$ cat src/rtl/mem_arb_pkg.sv
// mem_arb_pkg: shared types and default widths for the fetch/LSU memory arbiter.
package mem_arb_pkg;
  localparam int DEF_ADDR_W = 32;
  localparam int DEF_DATA_W = 32;
  typedef enum logic [1:0] {IDLE, REQ, WAIT} state_t;
  typedef enum logic {REQ_FETCH, REQ_LSU} requester_t;
endpackage

$ cat src/rtl/rr_arb2.sv
// rr_arb2: two-input round-robin picker; the requester not granted last wins a tie.
module rr_arb2
  import mem_arb_pkg::*;
(
  input  logic       fetch_valid,
  input  logic       lsu_valid,
  input  requester_t last_grant,
  output requester_t winner
);
  assign winner = (fetch_valid && (!lsu_valid || last_grant == REQ_LSU)) ? REQ_FETCH : REQ_LSU;
endmodule

$ cat src/rtl/mem_arbiter.sv
// mem_arbiter: shares one memory port between fetch and LSU, one transaction in flight.
module mem_arbiter
  import mem_arb_pkg::*;
#(
  parameter int ADDR_W = DEF_ADDR_W,
  parameter int DATA_W = DEF_DATA_W
) (
  input  logic                clk,
  input  logic                resetn,
  input  logic                fetch_valid,
  output logic                fetch_ready,
  input  logic [ADDR_W-1:0]   fetch_addr,
  output logic                fetch_rsp_valid,
  output logic [DATA_W-1:0]   fetch_rsp_rdata,
  output logic                fetch_rsp_err,
  input  logic                lsu_valid,
  output logic                lsu_ready,
  input  logic [ADDR_W-1:0]   lsu_addr,
  input  logic                lsu_we,
  input  logic [DATA_W/8-1:0] lsu_wstrb,
  input  logic [DATA_W-1:0]   lsu_wdata,
  output logic                lsu_rsp_valid,
  output logic [DATA_W-1:0]   lsu_rsp_rdata,
  output logic                mem_req,
  input  logic                mem_gnt,
  output logic [ADDR_W-1:0]   mem_addr,
  output logic                mem_we,
  output logic [DATA_W/8-1:0] mem_wstrb,
  output logic [DATA_W-1:0]   mem_wdata,
  input  logic                mem_rvalid,
  input  logic [DATA_W-1:0]   mem_rdata
);
  state_t     state, next;
  requester_t winner, owner, last_grant;
  logic       idle, fetch_acc, lsu_acc, misalign, start, done;

  rr_arb2 u_rr (
    .fetch_valid(fetch_valid),
    .lsu_valid  (lsu_valid),
    .last_grant (last_grant),
    .winner     (winner)
  );

  assign idle        = state == IDLE;
  assign fetch_ready = idle && fetch_valid && winner == REQ_FETCH;
  assign lsu_ready   = idle && lsu_valid && winner == REQ_LSU;
  assign fetch_acc   = fetch_valid && fetch_ready;
  assign lsu_acc     = lsu_valid && lsu_ready;
  assign misalign    = fetch_acc && fetch_addr[1:0] != 2'b00;
  assign start       = lsu_acc || (fetch_acc && !misalign);
  // rvalid only counts while a transaction is outstanding; in IDLE it is stale
  assign done        = (state == REQ && mem_gnt && mem_rvalid) || (state == WAIT && mem_rvalid);
  assign mem_req     = state == REQ;

  always_comb begin
    next = state;
    case (state)
      IDLE:    next = start ? REQ : IDLE;
      REQ:     next = mem_gnt ? (mem_rvalid ? IDLE : WAIT) : REQ;
      WAIT:    next = mem_rvalid ? IDLE : WAIT;
      default: next = IDLE;
    endcase
  end

  always_ff @(posedge clk or negedge resetn)
    if (!resetn) state <= IDLE;
    else state <= next;

  always_ff @(posedge clk or negedge resetn) begin
    if (!resetn) begin
      owner           <= REQ_FETCH;
      last_grant      <= REQ_LSU;
      mem_addr        <= '0;
      mem_we          <= 1'b0;
      mem_wstrb       <= '0;
      mem_wdata       <= '0;
      fetch_rsp_valid <= 1'b0;
      fetch_rsp_err   <= 1'b0;
      fetch_rsp_rdata <= '0;
      lsu_rsp_valid   <= 1'b0;
      lsu_rsp_rdata   <= '0;
    end else begin
      fetch_rsp_valid <= misalign || (done && owner == REQ_FETCH);
      fetch_rsp_err   <= misalign;
      lsu_rsp_valid   <= done && owner == REQ_LSU;
      if (fetch_acc || lsu_acc) last_grant <= winner;
      if (start) begin
        owner     <= winner;
        mem_addr  <= lsu_acc ? lsu_addr : fetch_addr;
        mem_we    <= lsu_acc && lsu_we;
        mem_wstrb <= lsu_acc ? lsu_wstrb : '0;
        mem_wdata <= lsu_acc ? lsu_wdata : '0;
      end
      if (misalign) fetch_rsp_rdata <= '0;
      else if (done && owner == REQ_FETCH) fetch_rsp_rdata <= mem_rdata;
      if (done && owner == REQ_LSU) lsu_rsp_rdata <= mem_rdata;
    end
  end
endmodule

$ cat config.mk
export PLATFORM = sky130hd
export DESIGN_NAME = mem_arbiter
export DESIGN_NICKNAME = d
export VERILOG_FILES = /design/src/rtl/mem_arb_pkg.sv /design/src/rtl/rr_arb2.sv /design/src/rtl/mem_arbiter.sv
export SDC_FILE = /design/constraint.sdc
export NUM_CORES = 1
export LEC_CHECK = 0
export CAP_MARGIN = 20
export CELL_PAD_IN_SITES_DETAIL_PLACEMENT = 1
export CELL_PAD_IN_SITES_GLOBAL_PLACEMENT = 2
export CORE_MARGIN = 3
export CORE_UTILIZATION = 26
export CTS_CLUSTER_DIAMETER = 30
export DETAILED_ROUTE_END_ITERATION = 10
export PLACE_DENSITY = 0.95
export SLEW_MARGIN = 20
export SYNTH_ARGS = -nofsm -noshare
export SYNTH_HDL_FRONTEND = slang
export SYNTH_HIERARCHICAL = 1
export SYNTH_SLANG_ARGS = --single-unit
$ cat constraint.sdc
create_clock -name clk -period 5.44 [get_ports clk]
set_input_delay 1.088 -clock clk [delete_from_list [all_inputs] [get_ports clk]]
set_output_delay 1.088 -clock clk [all_outputs]
set_load 0.03 [all_outputs]
Word-level counts from Yosys, hierarchy flattened
Cells that the tools add are included.
Widths: inputs -> output; s select.
- register bits: 140
- input port bits: 139
- logic and storage cells: 50
- eq/ne operators: 2
- muxes and demuxes: 10
- bitwise gates (word level): 1
- reduce and logical (&&, ||, !) cells: 25
- operators by type and width (kind ; count):
    $mux 32 ; 4
    $logic_and 1x1->1 ; 15
    $pmux 2 s3 ; 1
    $logic_or 1x1->1 ; 5
    $mux 2 ; 2
    $mux 4 ; 1
    $reduce_bool 2->1 ; 2
    $eq 2x1->1 const B ; 1
    $eq 2x2->1 const B ; 1
    $logic_not 1->1 ; 2
    $logic_not 2->1 ; 1
    $mux 1 ; 2
    $not 1->1 ; 1

Logic depth before layout (Yosys ltp)
Gate-level depths: netlist of run 1.
- depth after elaboration: 11
- depth in mapped cells: 8

Cells and area by module
The synthesis of run 1 kept the hierarchy.
- by module, submodules not included (module ; instances ; cells an instance ; area each (um^2)):
    mem_arbiter ; 1 ; 572 ; 5958.2
    rr_arb2 ; 1 ; 2 ; 12.5

Worst setup path after synthesis of run 1
No wires, ideal clock.
- kind: input to output
- start point: in lsu_valid
- end point: out lsu_ready
- data arrival time: 2091 ps
- data required time: 4352 ps
- path slack: 2261 ps
- stages: 6
- path buffers: 2
- path through: inv_1 > o21ai_2 > nand4bb_1 > clkbuf_1 > inv_2 > clkbuf_1
- longest elaborated chain between the ends: 5
- RTL lines (what ; RTL line ; RTL):
    start: declaration ; mem_arbiter.sv:16 ; input logic lsu_valid,
    $logic_not 1->1 ; rr_arb2.sv:10 ; assign winner = (fetch_valid && (!lsu_valid || last_grant == REQ_LSU)) ? REQ_FETCH : REQ_LSU;
    $logic_or 1x1->1 ; rr_arb2.sv:10 ;
    $logic_and 1x1->1 ; rr_arb2.sv:10 ;
    $mux 1 ; rr_arb2.sv:10 ;
    named net winner ; mem_arbiter.sv:34 ; requester_t winner, owner, last_grant;
    $logic_and 1x1->1 ; mem_arbiter.sv:46 ; assign lsu_ready = idle && lsu_valid && winner == REQ_LSU;
    end: declaration ; mem_arbiter.sv:17 ; output logic lsu_ready,
The timed path passes the listed nets, and every way through them passes these cells.

Final worst setup path of run 1
- start point: in lsu_valid
- end point: out fetch_ready
- longest elaborated chain between the ends: 4
- RTL lines (what ; RTL line ; RTL):
    $logic_not 1->1 ; rr_arb2.sv:10 ;
    $logic_or 1x1->1 ; rr_arb2.sv:10 ;
    $logic_and 1x1->1 ; rr_arb2.sv:10 ;
    $logic_and 1x1->1 ; mem_arbiter.sv:45 ; assign fetch_ready = idle && fetch_valid && winner == REQ_FETCH;
    end: declaration ; mem_arbiter.sv:11 ; output logic fetch_ready,
No other way between the ends.

==> summary.md, run 1 <==
| Metric | Value |
|---|---|
| Share of cells above drive strength 1 | 0.1004 |
| IO Port Bufs | 277 |
| CP Max Fanout | 31 |
| Total negative slack | 0 ps |
| Max-slew headroom | 0.4308 |
| Critical path's largest stage delay | 690 ps |
| Critical Path AT | around 3100 ps |
| Critical path's top delay family | buffers and inverters |
| First-pass DRT Iterations | 4 |
| Seq/Total Area, Yosys | 0.5870 |
| Crit share post-route | 0.7745 |
| Run status | finished clean |
| Clk_skew | a little under 8 ps |
| Hold Violations, Final | 0 |
| Clock transition at path regs | roughly 70 ps |
| Leak Pwr | ~0.0042 µW |
| Top FF cell, synth | dfrtp_1 |
| Commonest non-fill, non-tap cell in the layout | clkdlybuf4s50_1 |
| Starting Density | 0.2694 |
| Worst hold path class | reg2reg |
| CTS max path bufs | 2 |
| Total Power Consumption | about 5700 µW |
| Critical path required time | between 4000 and 5000 ps |
| Final Max Tran Viols | 0 |
| Worst path slowest cell | clkdlybuf4s50_1 |
| Net Count, Synth | a little over 700 |
| DR vias | around 5300 |
| Die width | 157.5 µm |
| Pwr/cell area | around 590 mW/mm² |
| CTS Buf Count | 17 |
| CTS Root Cell | clkbuf_16 |
| RD Place Congestion | around 0.79 |
| CP cell instances | clkdlybuf4s50_1, inv_1, o21ai_2, or4b_4, clkinv_8, clkdlybuf4s50_1 |
| Clock sinks | between 100 and 150 |
| Core box area | 0.02216 mm² |
| Vias/cell | about 4.7 |
| Pin count of the biggest net entering global routing | about 90 |
| Tmin final | approximately 4200 ps |
| Routed Antenna Nets | 0 |
| Most frequent CP cell | clkdlybuf4s50_1 |
| Library cells used by synthesis | 29 |
| Mapped Cells | ~570 |
| Ys async rst share | 1.000 |
| F_max | 237.3 MHz |
| Fill cell count | 2475 |
| Max Cap Viol | 0 |
| Setup repair bufs after CTS | 0 |
| Number of DRC markers in iteration 0 | ~280 |
| Die height | ~160 µm |
| ANT cells | 0 |
| Syn_area_per_cell | 10.40 µm² |
| Worst skew pair latency | between 400 and 500 ps |
| Per-cell routed wire length | approximately 19 µm |
| DIE AREA | about 0.025 mm² |
| Buf/Inv on CP | 4 |
| # resized after CTS | 0 |
| EDFF count, synth | 0 |
| First-pass GRT wire length | between 30 and 40 mm |
| Fin nets | 973 |
| CTS H-tree depth | 4 |
| CP Class | in2out |
| I/O pin cnt | approximately 280 |
| Worst-Margin Slew | 853.8 ps |
| VDD IR-drop max | between 0.2 and 0.3 mV |
| Startpoint types | input port |
| Post-CTS Hold Buffers | 0 |
| Gr usage total | 0.1673 |
| Final WL | about 21 mm |
| Seq cells post-synth | 140 |
| Post-detail-place hpwl | around 15 mm |
| Total grt overflow | 0 |
| Initial antenna violation count | 0 |
| Area growth from synthesis to layout | 60.12% |
| Post-route DRC violation count | 0 |
| Synthesized cell area | around 0.006 mm² |
| RSZ-0062 raised after global routing | no |
| Syn. warnings | 6 |
| Num rows | 54 |
| Crit path capture type | output port |
| Vias in the first global route | 5825 |
| Commonest non-fill, non-tap cells in the layout | 275 x clkdlybuf4s50_1, 139 x dfrtp_1, 103 x o21ai_0 |
| Final Setup Violations | 0 |
| CTS tree | built |
sequential cells by signal, summed over array words and instances (netlist names):
| signal | flops |
|---|---|
| fetch_rsp_rdata | 32 |
| lsu_rsp_rdata | 32 |
| mem_addr | 32 |
| mem_wdata | 32 |
| mem_wstrb | 4 |
| state | 2 |
| fetch_rsp_err | 1 |
| fetch_rsp_valid | 1 |
| last_grant | 1 |
| lsu_rsp_valid | 1 |
| mem_we | 1 |
| owner | 1 |
worst register-to-register path, delay by kind of cell (launching register included):
family / cells / cell delay [ps]
flops: 1 / 560
buf+inv: 2 / 720
simple gates: 2 / 790
compound gates: 2 / 270
layer usage:
metal,wire length (µm),GRT usage,vias up
li1,-,-,2470
met2,10330,0.2854,208
met1,8390,0.1984,2623
met5,0,0,-
met3,1926,0.06516,25
met4,349,0.04256,0
cells in the mapped netlist, types with 2 or more instances:
library cell	instances	area share
buf_2	9	0.0075
buf_6	8	0.015
dfrtp_1	139	0.58
a21oi_1	30	0.025
mux2_2	32	0.060
buf_1	2	0.0013
o21ai_0	103	0.086
a31oi_1	30	0.031
clkbuf_1	18	0.011
clkbuf_2	7	0.0059
nor2_1	34	0.021
nand2_1	80	0.050
inv_1	35	0.022
mux2i_1	32	0.054
worst paths after layout:
path	endpoint	slack, ps	from	cells after the start
min in group asynchronous	mem_addr[14]	730	resetn	1
min reg2reg	last_grant	490	last_grant	2
max in group asynchronous	mem_addr[31]	3420	resetn	2
max reg2reg	mem_wdata[12]	2960	last_grant	6
max	fetch_ready	1230	lsu_valid	6
min	last_grant	490	last_grant	2
report_power, final:
| group | internal, µW | switching [µW] |
|---|---|---|
| sequential | 1500 | 238 |
| clock | 694 | 514 |
| combinational | 1130 | 1600 |
| total | 3330 | 2350 |
cell families after synthesis:
family,share of synthesized area
compound gates,0.1496
flops,0.5870
simple gates,0.08173
buf+inv,0.06769
mux,0.1140
metrics by stage:
step | area, µm² | instances | hold slack, ps | setup slack (ps) | utilization
after floorplan | 5971 | 574 | 446.9 | 2261 | -
after CTS | 9533 | 1126 | 489.6 | 1221 | 0.4302
final | 9560 | 1127 | 485.5 | 1227 | 0.4314
after global routing | 9560 | 1127 | 510.7 | 1186 | 0.4314
after detailed placement | 8932 | 1094 | 478.7 | 1225 | 0.4031
after global placement | 8932 | 1094 | 474.2 | 1245 | 0.4031
layout make-up:
type                            count  area (µm²)  share of cell area
Multi-Input combinational cell    352        2095              0.2191
Clock buffer                       17       425.4             0.04450
Timing Repair Buffer              286        2859              0.2990
Tap cell                          280       350.3             0.03664
Inverter                           37       151.4             0.01584
Clock inverter                     15       175.2             0.01832
Sequential cell                   140        3505              0.3666
No activity file was read; power rests on OpenSTA's default activity.
==> run 2, diff against run 1 <==
- CORE_UTILIZATION: 26 -> 22
- PLACE_DENSITY: 0.95 -> 0.87
- clock period: 5.44 -> 3.73 ns (I/O delays scaled with it)
==> run 2 against run 1 <==
Hold slack lost 130 ps. Register-to-register slack lost 1600 ps. Clock-buffer cell count increased by 2. Die area up 17%. Highest routed layer is now met5.
==> summary.md, run 2 (same netlist as run 1, synthesis figures left out) <==
| Metric | Value |
|---|---|
| Met3 Resource Use GR | 0.06169 (-0.003472) |
| Area of the multi-input gates | 0.002095 mm² (unchanged) |
| ANT cells | 0 (unchanged) |
| R2R cell count | 6 (unchanged) |
| Gr usage total | 0.1480 (-0.01929) |
| First-pass DRT Iterations | 7 (+3) |
| Critical path required time | 2980 ps (-1370 ps) |
| CP Class | in2out |
| Clock sinks | 140 (unchanged) |
| Fill cell count | 2934 (+19%) |
| Commonest non-fill, non-tap cell in the layout | clkdlybuf4s50_1 |
| Tmin final | slightly above 3000 ps |
| Reg-to-Reg Start | last_grant |
| Worst hold path class | in2async |
| Post-detail-place hpwl | 15.30 mm (+3.5%) |
| Total grt overflow | 0 (unchanged) |
| DIE AREA | 0.02915 mm² (+17%) |
| Setup repair bufs after CTS | 0 (unchanged) |
| Worst setup path start | lsu_valid |
| Total negative slack | 0 ps (unchanged) |
| Die height | 170.7 µm (+8.4%) |
| Routed Antenna Nets | 0 (unchanged) |
| Worst skew pair latency | 420 ps (about the same) |
| Core box area | 0.02635 mm² (+19%) |
| Area growth from synthesis to layout | 61.21% |
| FF+latch area | 0.003505 mm² (unchanged) |
| Max-slew headroom | 0.4371 (+0.006351) |
| Pin count of the biggest net entering global routing | 76 (-16%) |
| Crit share post-route | 0.8136 |
| Clk_skew | 13.38 ps (+5.670 ps) |
| Die width | 170.7 µm (+8.4%) |
| Layer with the highest usage | met2 |
| First-pass GRT wire length | 33.51 mm (+3.7%) |
| Final WL | 21.95 mm (+4.5%) |
| Initial antenna violation count | 2 (+2) |
| RSZ-0062 raised after global routing | no |
| Critical Path AT | 2290 ps (-840 ps) |
| Clock transition at path regs | 70 ps (about the same) |
| M1 GR Usage | 0.1724 (-0.02603) |
| RR Endpoint | mem_wdata[19] |
| Pwr/cell area | 858.1 mW/mm² (+44%) |
| Commonest non-fill, non-tap cells in the layout | 274 x clkdlybuf4s50_1, 139 x dfrtp_1, 103 x o21ai_0 |
| IO Port Bufs | 277 (unchanged) |
| Vias in the first global route | 5811 (-0.24%) |
| Vias/cell | 4.488 (-5.0%) |
| Num rows | 59 (+9.3%) |
| Crit path capture type | output port |
| DR vias | 5309 (-0.32%) |
| Per-cell routed wire length | 18.55 µm (-0.41%) |
| Met2 usage in global routing | 0.2508 (-0.03454) |
| Fin nets | 974 (+0.10%) |
| Number of DRC markers in iteration 0 | 272 (-1.4%) |
| RD Place Congestion | 0.7352 (-6.6%) |
| I/O pin cnt | 278 (unchanged) |
| Worst-Margin Slew | 844.3 ps (-9.526 ps) |
| VDD IR-drop max | 0.3413 mV (+18%) |
| Post-route DRC violation count | 0 (unchanged) |
| Hold Violations, Final | 0 (unchanged) |
| Max Cap Viol | 0 (unchanged) |
| CTS tree | built |
| R2R setup slack | 1350 ps (-1610 ps) |
| Final Cell Area | 0.009625 mm² (+0.68%) |
| Startpoint types | input port |
| Leak Pwr | 0.004232 µW (-0.29%) |
| Post-CTS Hold Buffers | 0 (unchanged) |
| Starting Density | 0.2266 (-0.04286) |
| Run status | finished clean |
| Final Setup Violations | 0 (unchanged) |
| CTS Buf Count | 17 (unchanged) |
| Final Max Tran Viols | 0 (unchanged) |
| CP Max Fanout | 31 (unchanged) |
| CTS H-tree depth | 4 (unchanged) |
| F_max | 329.5 MHz |
| # resized after CTS | 0 (unchanged) |
| Share of cells above drive strength 1 | 0.1002 (-0.0001183) |
| Dpl cell area | 0.009039 mm² (+1.2%) |
| CTS Root Cell | clkbuf_16 |
| CTS max path bufs | 2 (unchanged) |
==> run 2: worst max-delay path by stage <==
stage	to	slack, ps
2_1_floorplan	lsu_ready	1240
3_3_place_gp	mem_we	680
3_5_place_dp	mem_wdata[19]	570
4_1_cts	fetch_ready	690
5_1_grt	fetch_ready	650
6_report	fetch_ready	700
==> run 2: critical path, cell delays in order <==
cell             delay, ps
clkdlybuf4s50_1        470
inv_1                  100
o21ai_2                 80
or4b_4                 550
clkinv_8               160
buf_4                  190
==> run 2: area by class of cell <==
type / count / area share
sequential: 140 / 0.3641
timing repair buffer: 287 / 0.2981
multi-input combinational: 352 / 0.2176
clock buffer: 19 / 0.04498
tap: 335 / 0.04355
clock inverter: 13 / 0.01599
inverter: 37 / 0.01573
==> run 2: stage by stage <==
stage	instances	total power (µW)	setup WS [ps]	utilization	hold slack [ps]
2_1_floorplan	574	4683	1235	-	446.9
3_3_place_gp	1151	6509	678.9	0.3430	469.9
3_5_place_dp	1151	6609	565.8	0.3430	483.8
4_1_cts	1183	8400	685.9	0.3652	391.5
5_1_grt	1183	8737	650.0	0.3652	398.8
6_report	1183	8260	695.1	0.3652	354.2
==> run 2: power by group <==
group	total [µW]	leakage, µW	internal (µW)	switching [µW]
clock	1730	0.000274	1000	730
combinational	3980	0.00223	1650	2330
sequential	2540	0.00173	2190	355
total	8260	0.00423	4850	3410
==> run 2: layer usage <==
layer	up-vias	part of all wire
met4	4	0.016
met2	198	0.49
met5	-	0.0012
met3	17	0.091
met1	2630	0.40
li1	2460	-
